<file path="config.mk">
export PLATFORM = sky130hd
export DESIGN_NAME = sync_fifo_level_flat
export DESIGN_NICKNAME = d
export VERILOG_FILES = /design/src/rtl/sync_fifo_level_if.sv /design/src/rtl/sync_fifo_level.sv /design/src/flat_wrapper.sv
export SDC_FILE = /design/constraint.sdc
export NUM_CORES = 1
export LEC_CHECK = 0
export CORE_MARGIN = 1
export CORE_UTILIZATION = 35
export DETAILED_ROUTE_END_ITERATION = 7
export PLACE_DENSITY = 0.61
export SLEW_MARGIN = 20
export SYNTH_ARGS = -nofsm -noshare
export SYNTH_HDL_FRONTEND = slang
export SYNTH_SLANG_ARGS = --single-unit
</file>
<file path="constraint.sdc">
create_clock -name clock_in -period 5.3 [get_ports clock_in]
set_clock_uncertainty 0.1 [all_clocks]
set_input_delay 0.53 -clock clock_in [delete_from_list [all_inputs] [get_ports clock_in]]
set_output_delay 0.53 -clock clock_in [all_outputs]
set_load 0.02 [all_outputs]
</file>
<file path="src/rtl/sync_fifo_level_if.sv">
// Write/read handshake bundle for sync_fifo_level.
// master: producer/consumer side (drives data_in, data_in_valid, data_out_ack).
// slave : FIFO side (drives full/almost_full, data_out, data_out_valid, almost_empty).
interface sync_fifo_level_if #(
  parameter int unsigned DATA_WIDTH = 32
);
  logic [DATA_WIDTH-1:0] data_in;
  logic                  data_in_valid;
  logic                  data_in_full;
  logic                  data_in_almost_full;
  logic [DATA_WIDTH-1:0] data_out;
  logic                  data_out_valid;
  logic                  data_out_ack;
  logic                  data_out_almost_empty;

  modport master (
    output data_in, data_in_valid, data_out_ack,
    input  data_in_full, data_in_almost_full, data_out, data_out_valid, data_out_almost_empty
  );

  modport slave (
    input  data_in, data_in_valid, data_out_ack,
    output data_in_full, data_in_almost_full, data_out, data_out_valid, data_out_almost_empty
  );
endinterface

</file>
<file path="src/rtl/sync_fifo_level.sv">
// Single-clock FIFO with arbitrary depth, exact fill level, programmable
// almost-full/almost-empty flags, synchronous flush and sticky error flags.
// Ports:
//   clock_in, rst_out_n (async, active-low)
//   flush      : synchronous clear of contents (wins over read/write)
//   err_clear  : synchronous clear of overflow/underflow (a set in the same cycle wins)
//   bus        : slave side of sync_fifo_level_if (write and read handshakes)
//   fill_level : number of stored words, 0..DEPTH
//   overflow   : sticky, refused write seen
//   underflow  : sticky, ack without valid seen
// Build option SYNC_FIFO_OUTREG_EN: data_out comes from a prefetch register
// (2-cycle write-to-valid); otherwise data_out reads mem[rd_ptr] directly.
module sync_fifo_level #(
  parameter int unsigned DEPTH        = 16,
  parameter int unsigned DATA_WIDTH   = 32,
  parameter int unsigned AFULL_LEVEL  = DEPTH - 2,
  parameter int unsigned AEMPTY_LEVEL = 2,
  parameter int unsigned COUNT_WIDTH  = $clog2(DEPTH + 1)
) (
  input  logic                   clock_in,
  input  logic                   rst_out_n,
  input  logic                   flush,
  input  logic                   err_clear,
  sync_fifo_level_if.slave       bus,
  output logic [COUNT_WIDTH-1:0] fill_level,
  output logic                   overflow,
  output logic                   underflow
);

  localparam int unsigned PTR_WIDTH = (DEPTH > 1) ? $clog2(DEPTH) : 1;
  localparam logic [PTR_WIDTH-1:0]   PTR_LAST   = PTR_WIDTH'(DEPTH - 1);
  localparam logic [PTR_WIDTH-1:0]   PTR_ONE    = PTR_WIDTH'(1);
  localparam logic [COUNT_WIDTH-1:0] CNT_FULL   = COUNT_WIDTH'(DEPTH);
  localparam logic [COUNT_WIDTH-1:0] CNT_AFULL  = COUNT_WIDTH'(AFULL_LEVEL);
  localparam logic [COUNT_WIDTH-1:0] CNT_AEMPTY = COUNT_WIDTH'(AEMPTY_LEVEL);
  localparam logic [COUNT_WIDTH-1:0] CNT_ONE    = COUNT_WIDTH'(1);

  logic [DATA_WIDTH-1:0]  mem [DEPTH];
  logic [PTR_WIDTH-1:0]   wr_ptr, rd_ptr, wr_ptr_nxt, rd_ptr_nxt;
  logic [COUNT_WIDTH-1:0] count, count_nxt;
  logic                   full_q, afull_q, aempty_q, valid_q, valid_nxt;
  logic                   overflow_nxt, underflow_nxt;
  logic                   wr_acc, rd_acc, mem_rd;

  // Binary pointer wrap by compare so any DEPTH works.
  function automatic logic [PTR_WIDTH-1:0] ptr_inc(input logic [PTR_WIDTH-1:0] p);
    return (p == PTR_LAST) ? '0 : p + PTR_ONE;
  endfunction

  assign wr_acc = bus.data_in_valid && !full_q;
  assign rd_acc = bus.data_out_ack && valid_q;

`ifdef SYNC_FIFO_OUTREG_EN
  // Prefetch register: memory head moves into it when it is empty or being acked.
  // count covers memory plus register; mem_cnt covers memory only.
  logic [DATA_WIDTH-1:0]  out_data;
  logic [COUNT_WIDTH-1:0] mem_cnt, mem_cnt_nxt;
  logic                   load;

  assign load   = (!valid_q || rd_acc) && (mem_cnt != '0);
  assign mem_rd = load;

  always_comb begin
    mem_cnt_nxt = mem_cnt;
    valid_nxt   = valid_q;
    if (flush) begin
      mem_cnt_nxt = '0;
      valid_nxt   = 1'b0;
    end else begin
      case ({wr_acc, load})
        2'b10:   mem_cnt_nxt = mem_cnt + CNT_ONE;
        2'b01:   mem_cnt_nxt = mem_cnt - CNT_ONE;
        default: mem_cnt_nxt = mem_cnt;
      endcase
      valid_nxt = (valid_q && !rd_acc) || (mem_cnt != '0);
    end
  end

  always_ff @(posedge clock_in or negedge rst_out_n) begin
    if (!rst_out_n) mem_cnt <= '0;
    else            mem_cnt <= mem_cnt_nxt;
  end

  always_ff @(posedge clock_in) begin
    if (load && !flush) out_data <= mem[rd_ptr];
  end

  assign bus.data_out = out_data;
`else
  assign mem_rd       = rd_acc;
  assign valid_nxt    = (count_nxt != '0);
  assign bus.data_out = mem[rd_ptr];
`endif

  // Next pointers and occupancy; flush overrides any read/write this cycle.
  always_comb begin
    wr_ptr_nxt = wr_ptr;
    rd_ptr_nxt = rd_ptr;
    count_nxt  = count;
    if (flush) begin
      wr_ptr_nxt = '0;
      rd_ptr_nxt = '0;
      count_nxt  = '0;
    end else begin
      if (wr_acc) wr_ptr_nxt = ptr_inc(wr_ptr);
      if (mem_rd) rd_ptr_nxt = ptr_inc(rd_ptr);
      case ({wr_acc, rd_acc})
        2'b10:   count_nxt = count + CNT_ONE;
        2'b01:   count_nxt = count - CNT_ONE;
        default: count_nxt = count;
      endcase
    end
  end

  // Sticky errors: a set condition beats err_clear in the same cycle.
  always_comb begin
    overflow_nxt  = (bus.data_in_valid && full_q) || (overflow && !err_clear);
    underflow_nxt = (bus.data_out_ack && !valid_q) || (underflow && !err_clear);
  end

  // Storage has no reset; a flushed cycle writes nothing.
  always_ff @(posedge clock_in) begin
    if (wr_acc && !flush) mem[wr_ptr] <= bus.data_in;
  end

  // Pointers, count and status flags, all derived from the next count.
  always_ff @(posedge clock_in or negedge rst_out_n) begin
    if (!rst_out_n) begin
      wr_ptr    <= '0;
      rd_ptr    <= '0;
      count     <= '0;
      full_q    <= 1'b0;
      afull_q   <= 1'b0;
      aempty_q  <= 1'b1;
      valid_q   <= 1'b0;
      overflow  <= 1'b0;
      underflow <= 1'b0;
    end else begin
      wr_ptr    <= wr_ptr_nxt;
      rd_ptr    <= rd_ptr_nxt;
      count     <= count_nxt;
      full_q    <= (count_nxt == CNT_FULL);
      afull_q   <= (count_nxt >= CNT_AFULL);
      aempty_q  <= (count_nxt <= CNT_AEMPTY);
      valid_q   <= valid_nxt;
      overflow  <= overflow_nxt;
      underflow <= underflow_nxt;
    end
  end

  assign bus.data_in_full          = full_q;
  assign bus.data_in_almost_full   = afull_q;
  assign bus.data_out_valid        = valid_q;
  assign bus.data_out_almost_empty = aempty_q;
  assign fill_level                = count;

endmodule

</file>
<file path="src/flat_wrapper.sv">
// flat-port wrapper written by rule: the top's interface ports become plain ports
module sync_fifo_level_flat 
#(
  parameter int unsigned DEPTH        = 16,
  parameter int unsigned DATA_WIDTH   = 32,
  parameter int unsigned AFULL_LEVEL  = DEPTH - 2,
  parameter int unsigned AEMPTY_LEVEL = 2,
  parameter int unsigned COUNT_WIDTH  = $clog2(DEPTH + 1)
)
  (clock_in, rst_out_n, flush, err_clear, fill_level, overflow, underflow, bus_data_in, bus_data_in_valid, bus_data_out_ack, bus_data_in_full, bus_data_in_almost_full, bus_data_out, bus_data_out_valid, bus_data_out_almost_empty);
  sync_fifo_level_if #(.DATA_WIDTH(DATA_WIDTH)) bus_i ();
  input  logic clock_in;
  input  logic rst_out_n;
  input  logic flush;
  input  logic err_clear;
  output logic [COUNT_WIDTH-1:0] fill_level;
  output logic overflow;
  output logic underflow;
  input wire logic [$bits(bus_i.data_in)-1:0] bus_data_in;
  input wire logic [$bits(bus_i.data_in_valid)-1:0] bus_data_in_valid;
  input wire logic [$bits(bus_i.data_out_ack)-1:0] bus_data_out_ack;
  output wire logic [$bits(bus_i.data_in_full)-1:0] bus_data_in_full;
  output wire logic [$bits(bus_i.data_in_almost_full)-1:0] bus_data_in_almost_full;
  output wire logic [$bits(bus_i.data_out)-1:0] bus_data_out;
  output wire logic [$bits(bus_i.data_out_valid)-1:0] bus_data_out_valid;
  output wire logic [$bits(bus_i.data_out_almost_empty)-1:0] bus_data_out_almost_empty;
  assign bus_i.data_in = bus_data_in;
  assign bus_i.data_in_valid = bus_data_in_valid;
  assign bus_i.data_out_ack = bus_data_out_ack;
  assign bus_data_in_full = bus_i.data_in_full;
  assign bus_data_in_almost_full = bus_i.data_in_almost_full;
  assign bus_data_out = bus_i.data_out;
  assign bus_data_out_valid = bus_i.data_out_valid;
  assign bus_data_out_almost_empty = bus_i.data_out_almost_empty;
  sync_fifo_level #(.DEPTH(DEPTH), .DATA_WIDTH(DATA_WIDTH), .AFULL_LEVEL(AFULL_LEVEL), .AEMPTY_LEVEL(AEMPTY_LEVEL), .COUNT_WIDTH(COUNT_WIDTH)) u_core (.clock_in(clock_in), .rst_out_n(rst_out_n), .flush(flush), .err_clear(err_clear), .bus(bus_i), .fill_level(fill_level), .overflow(overflow), .underflow(underflow));
endmodule
</file>
== Yosys cells after proc, flatten, opt, wreduce, memory -nomap -nowiden ==
Memories as Yosys holds them, arrays and structs flattened.
Index checks and enable logic that the tools add are counted.
Widths: inputs -> output; s select.

* Add/subtract/negate cells: 4
* Multiplexer cells: 10
* Order comparisons: 2
* Eq/ne operators: 5
* Reductions and logical operators: 16

{| class="wikitable"
|+ Operators with widths
! cell !! count
|-
| $mux 4 || 6
|-
| $pmux 5 s2 || 1
|-
| $add 4x1->4 const B || 2
|-
| $eq 4x4->1 const B || 2
|-
| $logic_and 1x1->1 || 7
|-
| $add 5x1->5 const B || 1
|-
| $eq 5x5->1 const B || 1
|-
| $ge 5x4->1 const B || 1
|-
| $le 5x2->1 const B || 1
|-
| $mux 5 || 1
|-
| $reduce_bool 5->1 || 1
|-
| $sub 5x1->5 const B || 1
|-
| $logic_not 1->1 || 4
|-
| $reduce_bool 2->1 || 2
|-
| $eq 2x1->1 const B || 1
|-
| $eq 2x2->1 const B || 1
|-
| $logic_or 1x1->1 || 2
|-
| $mux 1 || 2
|}

* Output and inout bits: 43
* Memories kept: 1
* Bits of input ports: 38
* Bits in registers: 19
* RAM bits: 512
* Word-level logic and storage cells: 47

{| class="wikitable"
|+ Memory list
! memory !! words !! bits a word !! rd ports !! clocked after memory_dff !! wr ports !! line !! text
|-
| u_core.mem || 16 || 32 || 1 || 0 || 1 || sync_fifo_level.sv:38 || <nowiki>logic [DATA_WIDTH-1:0] mem [DEPTH];</nowiki>
|}

== Longest topological paths before layout ==
* Depth after elaboration: 6
* Depth in mapped cells: 12
* Depth with buffers taken out: 11

== Least setup slack after synthesis ==
OpenSTA, ideal clock, no wires.

* Path type: input-to-reg
* Start point: input bus_data_in_valid
* End point: memory u_core.mem[1][0] (enable)
* Stages on the path: 6
* Path buffers: 1
* Setup time: 0.461 ns
* Setup slack: 1.393 ns
* Arrival time: 3.346 ns
* Required time: 4.739 ns
* Cells stage by stage: nor2b_4 -> buf_6 -> inv_12 -> nor2_1 -> nand2_1 -> nor3_1

* Longest elaborated chain between the ends: 4

{| class="wikitable"
|+ Ends and longest elaborated chain
! element !! line !! text
|-
| start, declared || flat_wrapper.sv:20 || <nowiki>input wire logic [$bits(bus_i.data_in_valid)-1:0] bus_data_in_valid;</nowiki>
|-
| $logic_and 1x1->1 || sync_fifo_level.sv:50 || <nowiki>assign wr_acc = bus.data_in_valid && !full_q;</nowiki>
|-
| $logic_and 1x1->1 || sync_fifo_level.sv:123 || <nowiki>if (wr_acc && !flush) mem[wr_ptr] <= bus.data_in;</nowiki>
|-
| $mux 1 || sync_fifo_level.sv:123 ||
|-
| $mux 1 (implied by the code) || sync_fifo_level.sv:123 ||
|-
| end, declared || sync_fifo_level.sv:38 ||
|}

Every way passes these cells.

== Worst setup path in the final report ==
* Start point: register u_core.rd_ptr[0]
* End point: output bus_data_out[27]

* Longest elaborated chain between the ends: 1

{| class="wikitable"
|+ Ends and longest elaborated chain
! element !! line !! text
|-
| start, declared || sync_fifo_level.sv:39 || <nowiki>logic [PTR_WIDTH-1:0] wr_ptr, rd_ptr, wr_ptr_nxt, rd_ptr_nxt;</nowiki>
|-
| start signal, assigned || sync_fifo_level.sv:140 || <nowiki>rd_ptr <= rd_ptr_nxt;</nowiki>
|-
| $mem_v2 16x32 || -- ||
|-
| end, declared || flat_wrapper.sv:24 || <nowiki>output wire logic [$bits(bus_i.data_out)-1:0] bus_data_out;</nowiki>
|}

Every way passes these cells.

==> results.rst <==
.. list-table::
   :header-rows: 1

   * - Metric
     - Value
   * - Run status
     - complete, no violations
   * - Port Buf Inserts
     - 80
   * - Pre-CTS setup slack
     - 1650 ps
   * - Global Route met2 Usage
     - approximately 24%
   * - Tot Pwr
     - approximately 9.7 mW
   * - Drt drc
     - 0
   * - Gr busiest metal
     - met2
   * - Vertical die dimension
     - about 240 um
   * - Buf/Inv on CP
     - 2
   * - Crit-path max cell delay
     - about 820 ps
   * - #FFs+latches synth
     - roughly 530
   * - P per Cell Area
     - roughly 400 mW/mm2
   * - Setup crit end kind
     - output pin
   * - Element type at the critical path start
     - flop
   * - Clk slew on worst S/H paths
     - roughly 60 ps
   * - Number of enable flip-flop cells after synthesis
     - around 510
   * - Antenna Diode Count
     - 0
   * - Clock tree from TritonCTS
     - yes
   * - Main flop type after synthesis
     - edfxtp_1
   * - Root Driver
     - clkbuf_16
   * - Total number of vias
     - 9217
   * - CTS Buf Count
     - 54
   * - Synthesized instance count
     - 844
   * - Number of pins exceeding their max-slew limit in the final report
     - 0
   * - Worst-case clock buffer depth
     - 3
   * - Sequential share of the synthesized area
     - between 70 and 80%
   * - Number of routed nets with antenna violations
     - 0
   * - Final worst-path cycle share
     - 79.4%
   * - Async set-or-reset flop fraction in the synthesized netlist
     - between 3 and 4%
   * - Share of post-route cells with drive strength above 1
     - between 20% and 30%
   * - Vias per inst
     - about 5.2
   * - Count of maximum capacitance violations
     - 0
   * - Arrival @ worst endpoint
     - ~3600 ps
   * - Setup Total Neg Slack
     - 0 ps
   * - Slew HR
     - about two fifths
   * - Cell with the biggest individual delay on the critical path
     - dfrtp_4
   * - Most numerous cell in the Yosys netlist
     - edfxtp_1
   * - Wire length of the first global-routing pass
     - 65100 um
   * - FF-to-FF setup slack
     - 2350 ps
   * - Post-CTS setup repair buffer count
     - 0
   * - Smallest setup slack after layout
     - roughly 1100 ps
   * - Top-level port count
     - around 80
   * - Hold-fix buffers, CTS
     - 0
   * - Number of fill cells
     - around 4800
   * - Clock sink count
     - around 530
   * - Vias in the first global route
     - 9733
   * - Final GP Congestion
     - around 0.70
   * - Slew at the pin closest to its max-slew limit
     - 895 ps
   * - Die boundary width
     - 243 um
   * - Congestion Overflow GR
     - 0
   * - Pre-antenna DRT Iters
     - 5
   * - Syn Area/Cell
     - between 20 and 25 um2
   * - H-tree depth
     - 2
   * - Final Hold Fails
     - 0
   * - Initial Util
     - 35.7%
   * - Kind of path behind the tightest hold check
     - in2async
   * - Number of DRC violations after detailed-routing iteration 0
     - around 760
   * - Die Area
     - about 0.06 mm2
   * - Count of standard-cell rows
     - 87
   * - Area fraction of the dominant cell type after synthesis
     - about three quarters
   * - Maximum vdd ir drop
     - approximately 240 uV
   * - Dominant cells by area after synthesis
     - edfxtp_1 (76%), mux4_2 (18%), dfrtp_1 (2.2%), ha_1 (0.43%), clkbuf_1 (0.42%)
   * - Fmax
     - roughly 240 MHz
   * - Setup-violating endpoint count in the final report
     - 0
   * - Total Wirelength
     - between 40000 and 50000 um
   * - Insertion delay to the later sink of the worst-skew pair
     - between 500 and 600 ps
   * - Routed wire length per instance
     - around 25 um
   * - Synthesized Nets
     - around 890
   * - Number of antenna violations at the first check in global routing
     - 3
   * - Unrepaired setup endpoints after global routing
     - false
   * - Layout-stage area growth over the synthesis result
     - 18.6%
   * - Leading post-synthesis cells by instance count
     - edfxtp_1 (512), mux4_2 (160), clkbuf_1 (23), nor2_1 (20)
   * - Cell Chain, Critical Path
     - buf_4 -> mux4_2 -> mux4_2 -> clkdlybuf4s50_1
   * - Total global-route track usage
     - between 10% and 20%
   * - Mapped cell area
     - around 0.020 mm2
   * - Final HPWL from detailed placement
     - between 20000 and 25000 um
   * - M3 GR Usage
     - around 2.7%
   * - Global Route met1 Usage
     - approximately a fifth
   * - Final critical delay including setup and external delays
     - 4210 ps
   * - Cell taking the most area after synthesis
     - edfxtp_1
   * - Crit path top cell by count
     - mux4_2
   * - Kind of cell with the highest combined delay on the critical path
     - multiplexers
   * - Net count, final
     - 1015
   * - Post-cts gate resize count
     - 0
   * - Pin count of the biggest net entering global routing
     - 55
   * - Number of warnings reported in the yosys synthesis log
     - 0
   * - Crit path required time
     - between 4000 and 5000 ps
   * - Worst-path maximum fanout
     - 30
   * - Core Region
     - between 0.05 and 0.06 mm2
   * - Leakage dissipation
     - around 7.3 nW
   * - Number of distinct library cell variants in the gate-level netlist after synthesis
     - between 40 and 50
   * - Worst Setup Path Type
     - reg2out
## worst register-to-register path, cell delays in order, from the launching register on
cell and delay, ps:
dfrtp_1 380, nand2_1 230, inv_4 200, nand2_1 110, xnor2_1 140, ha_1 220
a21oi_4 170, nand3_4 90, or4_4 420, nand4_1 120, a21oi_2 90, or4_1 560
## path summary, 6_finish.rpt
| check | to | from | cells after the start |
|---|---|---|---|
| max in group asynchronous | u_core.rd_ptr[3]$_DFFE_PN0P_ | rst_out_n | 1 |
| max reg2reg | u_core.bus.data_out_valid$_DFF_PN0_ | u_core.bus.data_out_valid$_DFF_PN0_ | 11 |
| min in group clock_in | u_core.overflow$_DFF_PN0_ | err_clear | 2 |
| max | bus_data_out[27] | u_core.rd_ptr[0]$_DFFE_PN0P_ | 4 |
| min reg2reg | u_core.underflow$_DFF_PN0_ | u_core.bus.data_out_valid$_DFF_PN0_ | 1 |
| min | u_core.bus.data_in_almost_full$_DFF_PN0_ | rst_out_n | 1 |
## layout by cell type, fill, tap and decap left out, drive strengths merged, types with 2 or more instances in the layout
cell type        n
nor4             2
o21ai            3
clkbuf          65
clkinvlp         3
xor2             4
nand2b           2
ha               7
or4              3
mux4           160
bufinv           5
nor2b            4
a21oi           10
o2111ai          2
buf             33
nor3b            2
edfxtp         512
nand3            2
a31o             2
nand4            3
clkinv          24
inv             11
clkdlybuf4s50   80
nor3             5
dfrtp           18
nor2            20
nand2           18
xnor2            2
## power breakdown
| part | switching, mW | leakage [nW] | internal [mW] | total (mW) |
|---|---|---|---|---|
| Sequential | 0.0891 | 4.86 | 4.68 | 4.77 |
| Clock | 1.55 | 0.847 | 2.18 | 3.73 |
| Combinational | 0.550 | 1.60 | 0.612 | 1.16 |
| Total | 2.19 | 7.31 | 7.47 | 9.65 |
## sequential cells by signal, summed over array words and instances (netlist names)
signal and flops:
u_core.bus.data_in_almost_full 1, u_core.bus.data_in_full 1, u_core.underflow 1, u_core.rd_ptr 4, u_core.wr_ptr 4, u_core.mem 512, u_core.bus.data_out_valid 1, u_core.overflow 1
u_core.bus.data_out_almost_empty 1, u_core.fill_level 5
## cells by family (layout without fill, tap and decap cells)
kind of cell,Yosys count,in the layout,share of synthesized area [%]
fa+ha+maj,7,7,0.431
mux,161,161,17.8
buf+inv,52,221,1.13
xor+xnor,6,6,0.258
flops,531,531,78.0
simple gates,63,63,1.59
compound gates,24,24,0.843
## stage by stage
step	hold WS [ps]	instances	util (%)	area, um2
finish	344	1769	42.3	24100
floorplan	134	844	-	20300
CTS	356	1769	42.3	24100
detailed placement	406	1670	39.3	22400
global placement	403	1670	39.3	22400
global route	412	1769	42.3	24100
## routing by layer
layer | up-vias | wire length [um]
met5 | - | 41
met4 | 6 | 893
met3 | 69 | 2170
met2 | 237 | 21300
met1 | 5023 | 19200
li1 | 3882 | -
## area by class of cell
cell class                 instances  area, um2  share of cell area (%)
clock buffer                      65       1440                    5.99
clock inverter                    34        299                    1.24
inverter                           9       48.8                   0.202
multi-input combinational        261       4360                    18.1
sequential                       531      15900                    65.8
tap                              756        946                    3.92
timing repair buffer             113       1150                    4.76
Power figures use the tool's default switching activity.
